<file path="src/rtl/dmem_stall_ctrl.sv">
// MEM-stage data-memory controller: direct-mapped write-through cache with pipeline stall.
// Optional hit/miss/stall counters are built when DMEM_STATS_EN is defined.
module dmem_stall_ctrl #(
    parameter int INDEX_W = 5,
    parameter int TAG_W   = 25
) (
    input  logic        clk_i,
    input  logic        rst_i,
    input  logic        rd_i,
    input  logic        wr_i,
    input  logic [31:0] addr_i,
    input  logic [31:0] wdata_i,
    output logic [31:0] rdata_o,
    output logic        stall_o,
    output logic        mem_req_o,
    output logic        mem_we_o,
    output logic [31:0] mem_addr_o,
    output logic [31:0] mem_wdata_o,
    input  logic [31:0] mem_rdata_i,
    input  logic        mem_ack_i,
`ifdef DMEM_STATS_EN
    output logic [31:0] hit_cnt_o,
    output logic [31:0] miss_cnt_o,
    output logic [31:0] stall_cnt_o,
`endif
    output logic [1:0]  state_o
);
    localparam int LINES = 1 << INDEX_W;

    typedef enum logic [1:0] {IDLE, RD_MISS, WR_MEM, DONE} state_t;

    state_t             state_q, state_d;
    logic [LINES-1:0]   valid_q;
    logic [TAG_W-1:0]   tag_mem  [LINES];
    logic [31:0]        data_mem [LINES];
    logic [31:0]        fill_q;
    logic               last_rd_q;
    logic [INDEX_W-1:0] idx;
    logic [TAG_W-1:0]   tag;
    logic               hit, is_wr, is_rd;
    logic               unused_addr_bits;

    assign idx              = addr_i[INDEX_W+1:2];
    assign tag              = addr_i[31:INDEX_W+2];
    assign hit              = valid_q[idx] && (tag_mem[idx] == tag);
    assign is_wr            = wr_i;
    assign is_rd            = rd_i & ~wr_i;
    assign unused_addr_bits = ^addr_i[1:0];
    assign state_o          = state_q;

    // External handshake: mem_req_o rises with address/data/we stable and holds
    // until the one-cycle mem_ack_i pulse, which completes the transfer.
    always_ff @(posedge clk_i or posedge rst_i) begin
        if (rst_i) begin
            state_q <= IDLE;
        end else begin
            state_q <= state_d;
        end
    end

    always_comb begin
        state_d = state_q;
        stall_o = 1'b0;
        rdata_o = 32'h0;
        case (state_q)
            IDLE: begin
                if (is_wr) begin
                    stall_o = 1'b1;
                    state_d = WR_MEM;
                end else if (is_rd) begin
                    if (hit) begin
                        rdata_o = data_mem[idx];
                    end else begin
                        stall_o = 1'b1;
                        state_d = RD_MISS;
                    end
                end
            end
            RD_MISS, WR_MEM: begin
                stall_o = 1'b1;
                if (mem_ack_i) state_d = DONE;
            end
            DONE: begin
                state_d = IDLE;
                rdata_o = last_rd_q ? fill_q : 32'h0;
            end
            default: state_d = IDLE;
        endcase
        // Reset silences the pipeline-facing outputs immediately.
        if (rst_i) begin
            stall_o = 1'b0;
            rdata_o = 32'h0;
        end
    end

    always_ff @(posedge clk_i or posedge rst_i) begin
        if (rst_i) begin
            valid_q     <= '0;
            mem_req_o   <= 1'b0;
            mem_we_o    <= 1'b0;
            mem_addr_o  <= 32'h0;
            mem_wdata_o <= 32'h0;
            fill_q      <= 32'h0;
            last_rd_q   <= 1'b0;
        end else begin
            case (state_q)
                IDLE: begin
                    if (is_wr) begin
                        mem_req_o   <= 1'b1;
                        mem_we_o    <= 1'b1;
                        mem_addr_o  <= {addr_i[31:2], 2'b00};
                        mem_wdata_o <= wdata_i;
                        last_rd_q   <= 1'b0;
                    end else if (is_rd && !hit) begin
                        mem_req_o  <= 1'b1;
                        mem_we_o   <= 1'b0;
                        mem_addr_o <= {addr_i[31:2], 2'b00};
                        last_rd_q  <= 1'b1;
                    end
                end
                RD_MISS: begin
                    if (mem_ack_i) begin
                        mem_req_o    <= 1'b0;
                        fill_q       <= mem_rdata_i;
                        valid_q[idx] <= 1'b1;
                    end
                end
                WR_MEM: begin
                    if (mem_ack_i) begin
                        mem_req_o <= 1'b0;
                        mem_we_o  <= 1'b0;
                    end
                end
                default: ;
            endcase
        end
    end

    // Line storage needs no reset; the valid bits qualify it.
    always_ff @(posedge clk_i) begin
        if (state_q == RD_MISS && mem_ack_i && !rst_i) begin
            tag_mem[idx]  <= tag;
            data_mem[idx] <= mem_rdata_i;
        end else if (state_q == WR_MEM && mem_ack_i && hit && !rst_i) begin
            data_mem[idx] <= wdata_i;
        end
    end

`ifdef DMEM_STATS_EN
    always_ff @(posedge clk_i or posedge rst_i) begin
        if (rst_i) begin
            hit_cnt_o   <= 32'h0;
            miss_cnt_o  <= 32'h0;
            stall_cnt_o <= 32'h0;
        end else begin
            if (state_q == IDLE && is_rd && hit) hit_cnt_o <= hit_cnt_o + 32'h1;
            if (state_q == IDLE && state_d == RD_MISS) miss_cnt_o <= miss_cnt_o + 32'h1;
            if (stall_o) stall_cnt_o <= stall_cnt_o + 32'h1;
        end
    end
`endif

endmodule

</file>
<file path="config.mk">
export PLATFORM = sky130hd
export DESIGN_NAME = dmem_stall_ctrl
export DESIGN_NICKNAME = d
export VERILOG_FILES = /design/src/rtl/dmem_stall_ctrl.sv
export SDC_FILE = /design/constraint.sdc
export NUM_CORES = 2
export LEC_CHECK = 0
export CAP_MARGIN = 0
export CORE_ASPECT_RATIO = 1.25
export CORE_MARGIN = 2
export CORE_UTILIZATION = 66
export DETAILED_ROUTE_END_ITERATION = 6
export PLACE_DENSITY_LB_ADDON = 0.15
export SYNTH_ARGS = -nofsm -noshare
export SYNTH_HDL_FRONTEND = slang
export SYNTH_SLANG_ARGS = --single-unit
</file>
<file path="constraint.sdc">
create_clock -name clk_i -period 13.8 [get_ports clk_i]
set_input_delay 2.07 -clock clk_i [delete_from_list [all_inputs] [get_ports clk_i]]
set_output_delay 2.07 -clock clk_i [all_outputs]
set_load 0.02 [all_outputs]
</file>
; Word level (Yosys, flattened, before mapping)
; Memory sizes are Yosys's and may differ from the RTL's.
; Cells that the tools add are included.
[word_totals]
regBits = 133
ram_bits = 1824
out_inout_bits = 101
elab_cells = 82
n_memories = 2
[op_classes]
magnitude_cmp = 2
n_eq_ne = 9
mux = 36
n_bitwise = 4
n_reduce_logical = 21
[mem_list]
columns = memory, depth, word_bits, read_ports, rd_ports_with_merged_regs, wr, line
row1 = data_mem, 32, 32, 1, 0, 1, 35  ; logic [31:0] data_mem [LINES];
row2 = tag_mem, 32, 25, 1, 0, 1, 34  ; logic [TAG_W-1:0] tag_mem [LINES];
[ops]
columns = op, count
row1 = 32-bit two-way mux, 8
row2 = 32-bit case mux with 2 select lines, 1
row3 = 32-bit bitwise OR, 1
row4 = 25-bit equality test, 1
row5 = 1-bit two-way mux, 17
row6 = "3-bit != test, second input constant", 3
row7 = 3-bit AND reduction, 3
row8 = 1-bit logical AND, 8
row9 = 2-bit two-way mux, 4
row10 = "5-bit by 6-bit < comparator with 1-bit output, second input constant", 1
row11 = 1-bit case mux with 2 select lines, 3
row12 = 2-bit case mux with 3 select lines, 1
row13 = 2-bit AND reduction, 3
row14 = 2-bit nonzero test, 3
row15 = 1-bit binary-select mux with 5-bit select, 1
row16 = 1-bit demux with 5-bit select, 1
row17 = "5-bit by 1-bit greater-or-equal comparator with 1-bit output, second input constant", 1
row18 = "2-bit equality test, second input constant", 2
row19 = "2-bit by 1-bit equality test with 1-bit output, second input constant", 1
row20 = 1-bit zero test, 2
row21 = 2-bit zero test, 1
row22 = "2-bit by 1-bit != test with 1-bit output, second input constant", 1
row23 = "2-bit != test, second input constant", 1
row24 = 2-bit OR reduction, 1
row25 = 3 further kinds, 3

; Depth between registers and ports, before layout
[logic_depth]
ltp_word = 9
depth_mapped = 15
mapped_depth_nobuf = 9

; Worst setup path after synthesis
; No wires, ideal clock.
[synth_path]
path_kind = in2reg
startpoint = input rst_i
endpoint = memory data_mem[10][0], enable pin
setup_ns = 0.502
arrival_ns = 8.951
required_time_ns = 13.298
setup_slack_ns = 4.348
cell_stages = 4
n_path_buf = 1
cell_sequence = inv_1 > nand2_1 > clkbuf_1 > nor4_1
[synth_via]
elab_chain_len = 6
word_cells_on_any_way = 9
classes_between = mux (5) / bitwise (1) / reduce/logical (3)
[synth_rtl]
columns = item, line
row1 = "start, declared", 8  ; input logic rst_i,
row2 = 1-bit zero test *, "141, 144"
row3 = 1-bit logical AND, 144  ; end else if (state_q == WR_MEM && mem_ack_i && hit && !rst_i) begin
row4 = 1-bit two-way mux, 144
row5 = 1-bit two-way mux, 141  ; if (state_q == RD_MISS && mem_ack_i && !rst_i) begin
row6 = 1-bit two-way mux (implied by the code), 145  ; data_mem[idx] <= wdata_i;
row7 = 1-bit bitwise OR (no line) *, -
row8 = "end, declared", 35
; Mark *: on every way between the ends. The rest lies on a longest branch, timed or not.

; Worst setup path in the final report
[layout_path]
startpoint = input addr_i[6]
endpoint = output rdata_o[31]
[layout_via]
elab_chain_len = 8
word_cells_on_any_way = 11
classes_between = eq/ne (1) / mux (7) / reduce/logical (1) / memory (2)
[layout_rtl]
columns = item, line
row1 = "start, declared", 11  ; input logic [31:0] addr_i,
row2 = memory 32 x 25 bit / 1-bit binary-select mux with 5-bit select (equally long branches), -
row3 = 25-bit equality test / 1-bit two-way mux (equally long branches), 45  ; assign hit = valid_q[idx] && (tag_mem[idx] == tag);
row4 = 1-bit logical AND, 45
row5 = 32-bit two-way mux *, 71  ; if (hit) begin
row6 = 32-bit two-way mux *, 70  ; end else if (is_rd) begin
row7 = 32-bit two-way mux *, 67  ; if (is_wr) begin
row8 = 32-bit case mux with 2 select lines *, 65  ; case (state_q)
row9 = 32-bit two-way mux *, 90  ; if (rst_i) begin
row10 = "end, declared", 13  ; output logic [31:0] rdata_o,
; Mark *: on every way between the ends. The rest lies on a longest branch, timed or not. The select of a mux whose other input is x is not followed.

==> metrics.json <==
{
  "result_of_the_run": {"value": "complete, but fails checks"},
  "failed_checks": {"value": "design-rule violations"},
  "cts_resized": {"value": 0},
  "worstReg2RegEnd": {"value": "data_mem[9][16]$_DFFE_PP_"},
  "grt_util_all_layers": {"value": 0.346},
  "floorplan.die_area": {"value": 117000, "unit": "sq um"},
  "final_common_cell": {"value": "edfxtp_1"},
  "wire_length_after_detailed_routing": {"value": 199, "unit": "mm"},
  "first_global_vias": {"value": 40714},
  "post-cts-setup-buffers": {"value": 0},
  "clockBufferDepth": {"value": 3},
  "critical_path.max_stage_delay": {"value": 1.29, "unit": "ns"},
  "setup_slack": {"value": 2.99, "unit": "ns"},
  "fin_worst_skew": {"value": 0.0354, "unit": "ns"},
  "syn2layout_area_growth": {"value": 13.2, "unit": "%"},
  "tritoncts": {"value": "built"},
  "endpoint_of_the_most_critical_setup_path": {"value": "rdata_o[31]"},
  "place_hpwl": {"value": 99.5, "unit": "mm"},
  "met1Wirelength": {"value": 67.1, "unit": "mm"},
  "number_of_violations_reported_at_the_end_of_detailed_routing_iteration_0": {"value": 6082},
  "hold_viol": {"value": 0},
  "die-width": {"value": 306, "unit": "um"},
  "grt_max_degree": {"value": 169},
  "p_per_area": {"value": 152, "unit": "nW/um^2"},
  "worstSetupStartpoint": {"value": "addr_i[6]"},
  "crit_path_top_delay_cell": {"value": "clkdlybuf4s50_1"},
  "global_route_wire_length_before_repair": {"value": 283, "unit": "mm"},
  "critPathCaptureType": {"value": "primary output"},
  "detail_route.wl_per_cell": {"value": 35.6, "unit": "um"},
  "postSynth.topFlopCell": {"value": "edfxtp_1"},
  "coreArea": {"value": 113000, "unit": "sq um"},
  "pre_cts_slack": {"value": 3.20, "unit": "ns"},
  "tritoncts.num_buffers": {"value": 177},
  "clock_tree.root_cell": {"value": "clkbuf_16"},
  "holdCritPathClass": {"value": "register to register"},
  "worst-path-stages": {"value": 13},
  "drcViolationCount": {"value": 3},
  "floorplan.initialDensity": {"value": 0.666},
  "ys_ff_latch": {"value": 1955},
  "clk_latency": {"value": 0.83, "unit": "ns"},
  "edff_count_synth": {"value": 1824},
  "synth_area_per_cell": {"value": 20.4, "unit": "sq um"},
  "dpl_cell_area": {"value": 79700, "unit": "sq um"},
  "wire_length_on_met3": {"value": 21.8, "unit": "mm"},
  "worst_max_slew_margin_expressed_relative_to_the_limit": {"value": 0.100},
  "max-vdd-ir-drop": {"value": 0.156, "unit": "mV"},
  "register_to_register_path_setup_slack": {"value": 8.78, "unit": "ns"},
  "vias": {"value": 40030},
  "gpl.final_weighted_congestion": {"value": 0.824},
  "synthesis.instances": {"value": 3689},
  "post_route_cells_drive_above_1_share": {"value": 0.207},
  "io_pins": {"value": 202},
  "setup_total_negative_slack": {"value": 0, "unit": "ns"},
  "antenna_violating_nets_post_route": {"value": 0},
  "post_synth_instance_area": {"value": 75400, "unit": "sq um"},
  "whs": {"value": 0.473, "unit": "ns"},
  "htree_levels": {"value": 4},
  "ys_types": {"value": 62},
  "drtPass1Iterations": {"value": 7},
  "layout_common_cells": {"value": "edfxtp_1, mux2i_1, o22ai_1"},
  "tightest_slew": {"value": 1.35, "unit": "ns"},
  "area_of_combinational_cells_with_multiple_inputs": {"value": 16600, "unit": "sq um"},
  "hold-path-cell-count": {"value": 1},
  "rsz0062_at_grt": {"value": "false"},
  "finish.instance_area": {"value": 85400, "unit": "sq um"},
  "worstReg2RegStart": {"value": "tag_mem[9][21]$_DFFE_PP_"},
  "grt-ovfl-total": {"value": 0},
  "yosys_warnings": {"value": 0},
  "n_fill_cell": {"value": 6067},
  "final_util": {"value": 0.754},
  "cts_sinks": {"value": 1955},
  "timing.critical_path.fanout_max": {"value": 32},
  "timing.fmax": {"value": 0.0925, "unit": "GHz"},
  "ff_latch_area": {"value": 58100, "unit": "sq um"},
  "synth_sequential_area_ratio": {"value": 0.770},
  "timing.critical_path.max_delay_family": {"value": "simple AND/OR/NAND/NOR gates"},
  "floorplan.rows": {"value": 138},
  "post_dr_vias_cell": {"value": 7.15},
  "vert_die_dim": {"value": 382, "unit": "um"},
  "timing.critical_path.cells": {"value": "clkdlybuf4s50_1 > nand4bb_2 > buf_4 > o22ai_1 > nor4_1 > a21o_1 > nand4_1 > nor4_1 > nand4_1 > nor3_4 > buf_4 > a22o_1 > clkdlybuf4s50_1"},
  "ys_async_sr_fraction": {"value": 0.0670},
  "layout.nets": {"value": 4088},
  "setup-violations-final": {"value": 0},
  "detailroute.wirelength.met2": {"value": 99.6, "unit": "mm"},
  "fin_crit_sh": {"value": 0.784},
  "holdBufCountCts": {"value": 0},
  "max-cap-violations": {"value": 0},
  "highest-signal-layer": {"value": "met5"},
  "finalMaxSlewViolations": {"value": 0},
  "initial_antenna_violation_count": {"value": 3},
  "worstPathBufferInverterCount": {"value": 4},
  "start_kind": {"value": "input pin"},
  "critical_path_arrival": {"value": 8.74, "unit": "ns"},
  "timing.critical_path.required": {"value": 11.73, "unit": "ns"},
  "crit_type": {"value": "input pin to primary output"},
  "io_buffer_count": {"value": 197},
  "finalWorstPathRequiredPeriod": {"value": 10.81, "unit": "ns"},
  "clk_transition_reported_paths": {"value": 0.07, "unit": "ns"},
  "worst-r2r-cell-count": {"value": 10},
  "static-leakage-power": {"value": 0.0283, "unit": "uW"}
}
-- area by class of cell --
cell class / count / share of cell area
Sequential cell: 1955 / 0.680
Multi-Input combinational cell: 1492 / 0.195
Tap cell: 1470 / 0.0215
Clock buffer: 231 / 0.0568
Timing Repair Buffer: 343 / 0.0365
Antenna cell: 1 / 0.0000293
Inverter: 13 / 0.000660
Clock inverter: 96 / 0.00981
-- sequential cells by signal (all words and copies together), names as in the netlist --
| register | count |
|---|---|
| data_mem | 1024 |
| tag_mem | 800 |
| fill_q | 32 |
| mem_wdata_o | 32 |
| valid_q | 32 |
| mem_addr_o | 30 |
| state_o | 2 |
| last_rd_q | 1 |
| mem_req_o | 1 |
| mem_we_o | 1 |
-- metal layers --
metal,track usage,vias to the layer above
met5,0,-
met4,0.173,4
met1,0.443,20616
met2,0.570,2799
met3,0.0719,624
li1,-,15987
-- cells in the mapped netlist, drive strengths merged, types with 4 or more instances --
cell type | n | area share
mux2 | 126 | 0.020
edfxtp | 1824 | 0.73
xor2 | 6 | 0.00070
nor2 | 37 | 0.0018
or3 | 5 | 0.00041
nand4b | 4 | 0.00063
nand3 | 14 | 0.00093
nand2 | 18 | 0.00090
mux2i | 401 | 0.053
nand4 | 13 | 0.0011
a22o | 32 | 0.0037
nand3b | 4 | 0.00040
a21o | 11 | 0.0011
nand4bb | 6 | 0.00090
ha | 5 | 0.00083
dfrtp | 131 | 0.043
or2 | 5 | 0.00041
and3 | 6 | 0.00050
mux4 | 264 | 0.079
o21bai | 25 | 0.0025
o31ai | 6 | 0.00060
buf | 122 | 0.011
inv | 13 | 0.00065
or4b | 4 | 0.00053
o22ai | 335 | 0.028
nor4 | 122 | 0.011
clkbuf | 108 | 0.0054
a21oi | 9 | 0.00060
-- through the flow --
step	total power, uW	cells
3_3_place_gp	8160	5273
2_1_floorplan	7680	3690
4_1_cts	13000	5600
6_report	13000	5601
5_1_grt	13300	5600
3_5_place_dp	8230	5273
-- cells by family after synthesis --
group	after synthesis	synth area share
buffers and inverters	243	0.0167
DFF	1955	0.770
AOI/OAI and AO/OA	435	0.0386
xor gates and xnor gates	6	0.000697
and+or+nand+nor	253	0.0209
muxes	791	0.152
other	1	0.0000497
adders and majority gates	5	0.000830
-- worst min-delay path by stage --
stage | slack, ns | end | start
after floorplan | 0.43 | valid_q[0]$_DFFE_PP0P_ | valid_q[0]$_DFFE_PP0P_
after global placement | 0.44 | valid_q[8]$_DFFE_PP0P_ | valid_q[8]$_DFFE_PP0P_
after detailed placement | 0.46 | valid_q[26]$_DFFE_PP0P_ | valid_q[26]$_DFFE_PP0P_
after CTS | 0.47 | valid_q[9]$_DFFE_PP0P_ | valid_q[9]$_DFFE_PP0P_
after global routing | 0.48 | valid_q[16]$_DFFE_PP0P_ | valid_q[16]$_DFFE_PP0P_
final | 0.47 | valid_q[17]$_DFFE_PP0P_ | valid_q[17]$_DFFE_PP0P_
-- power by group --
part	switching (uW)	internal, uW
Sequential	120	6680
Clock	2130	2710
Combinational	721	601
No activity file was read; power rests on OpenSTA's default activity.
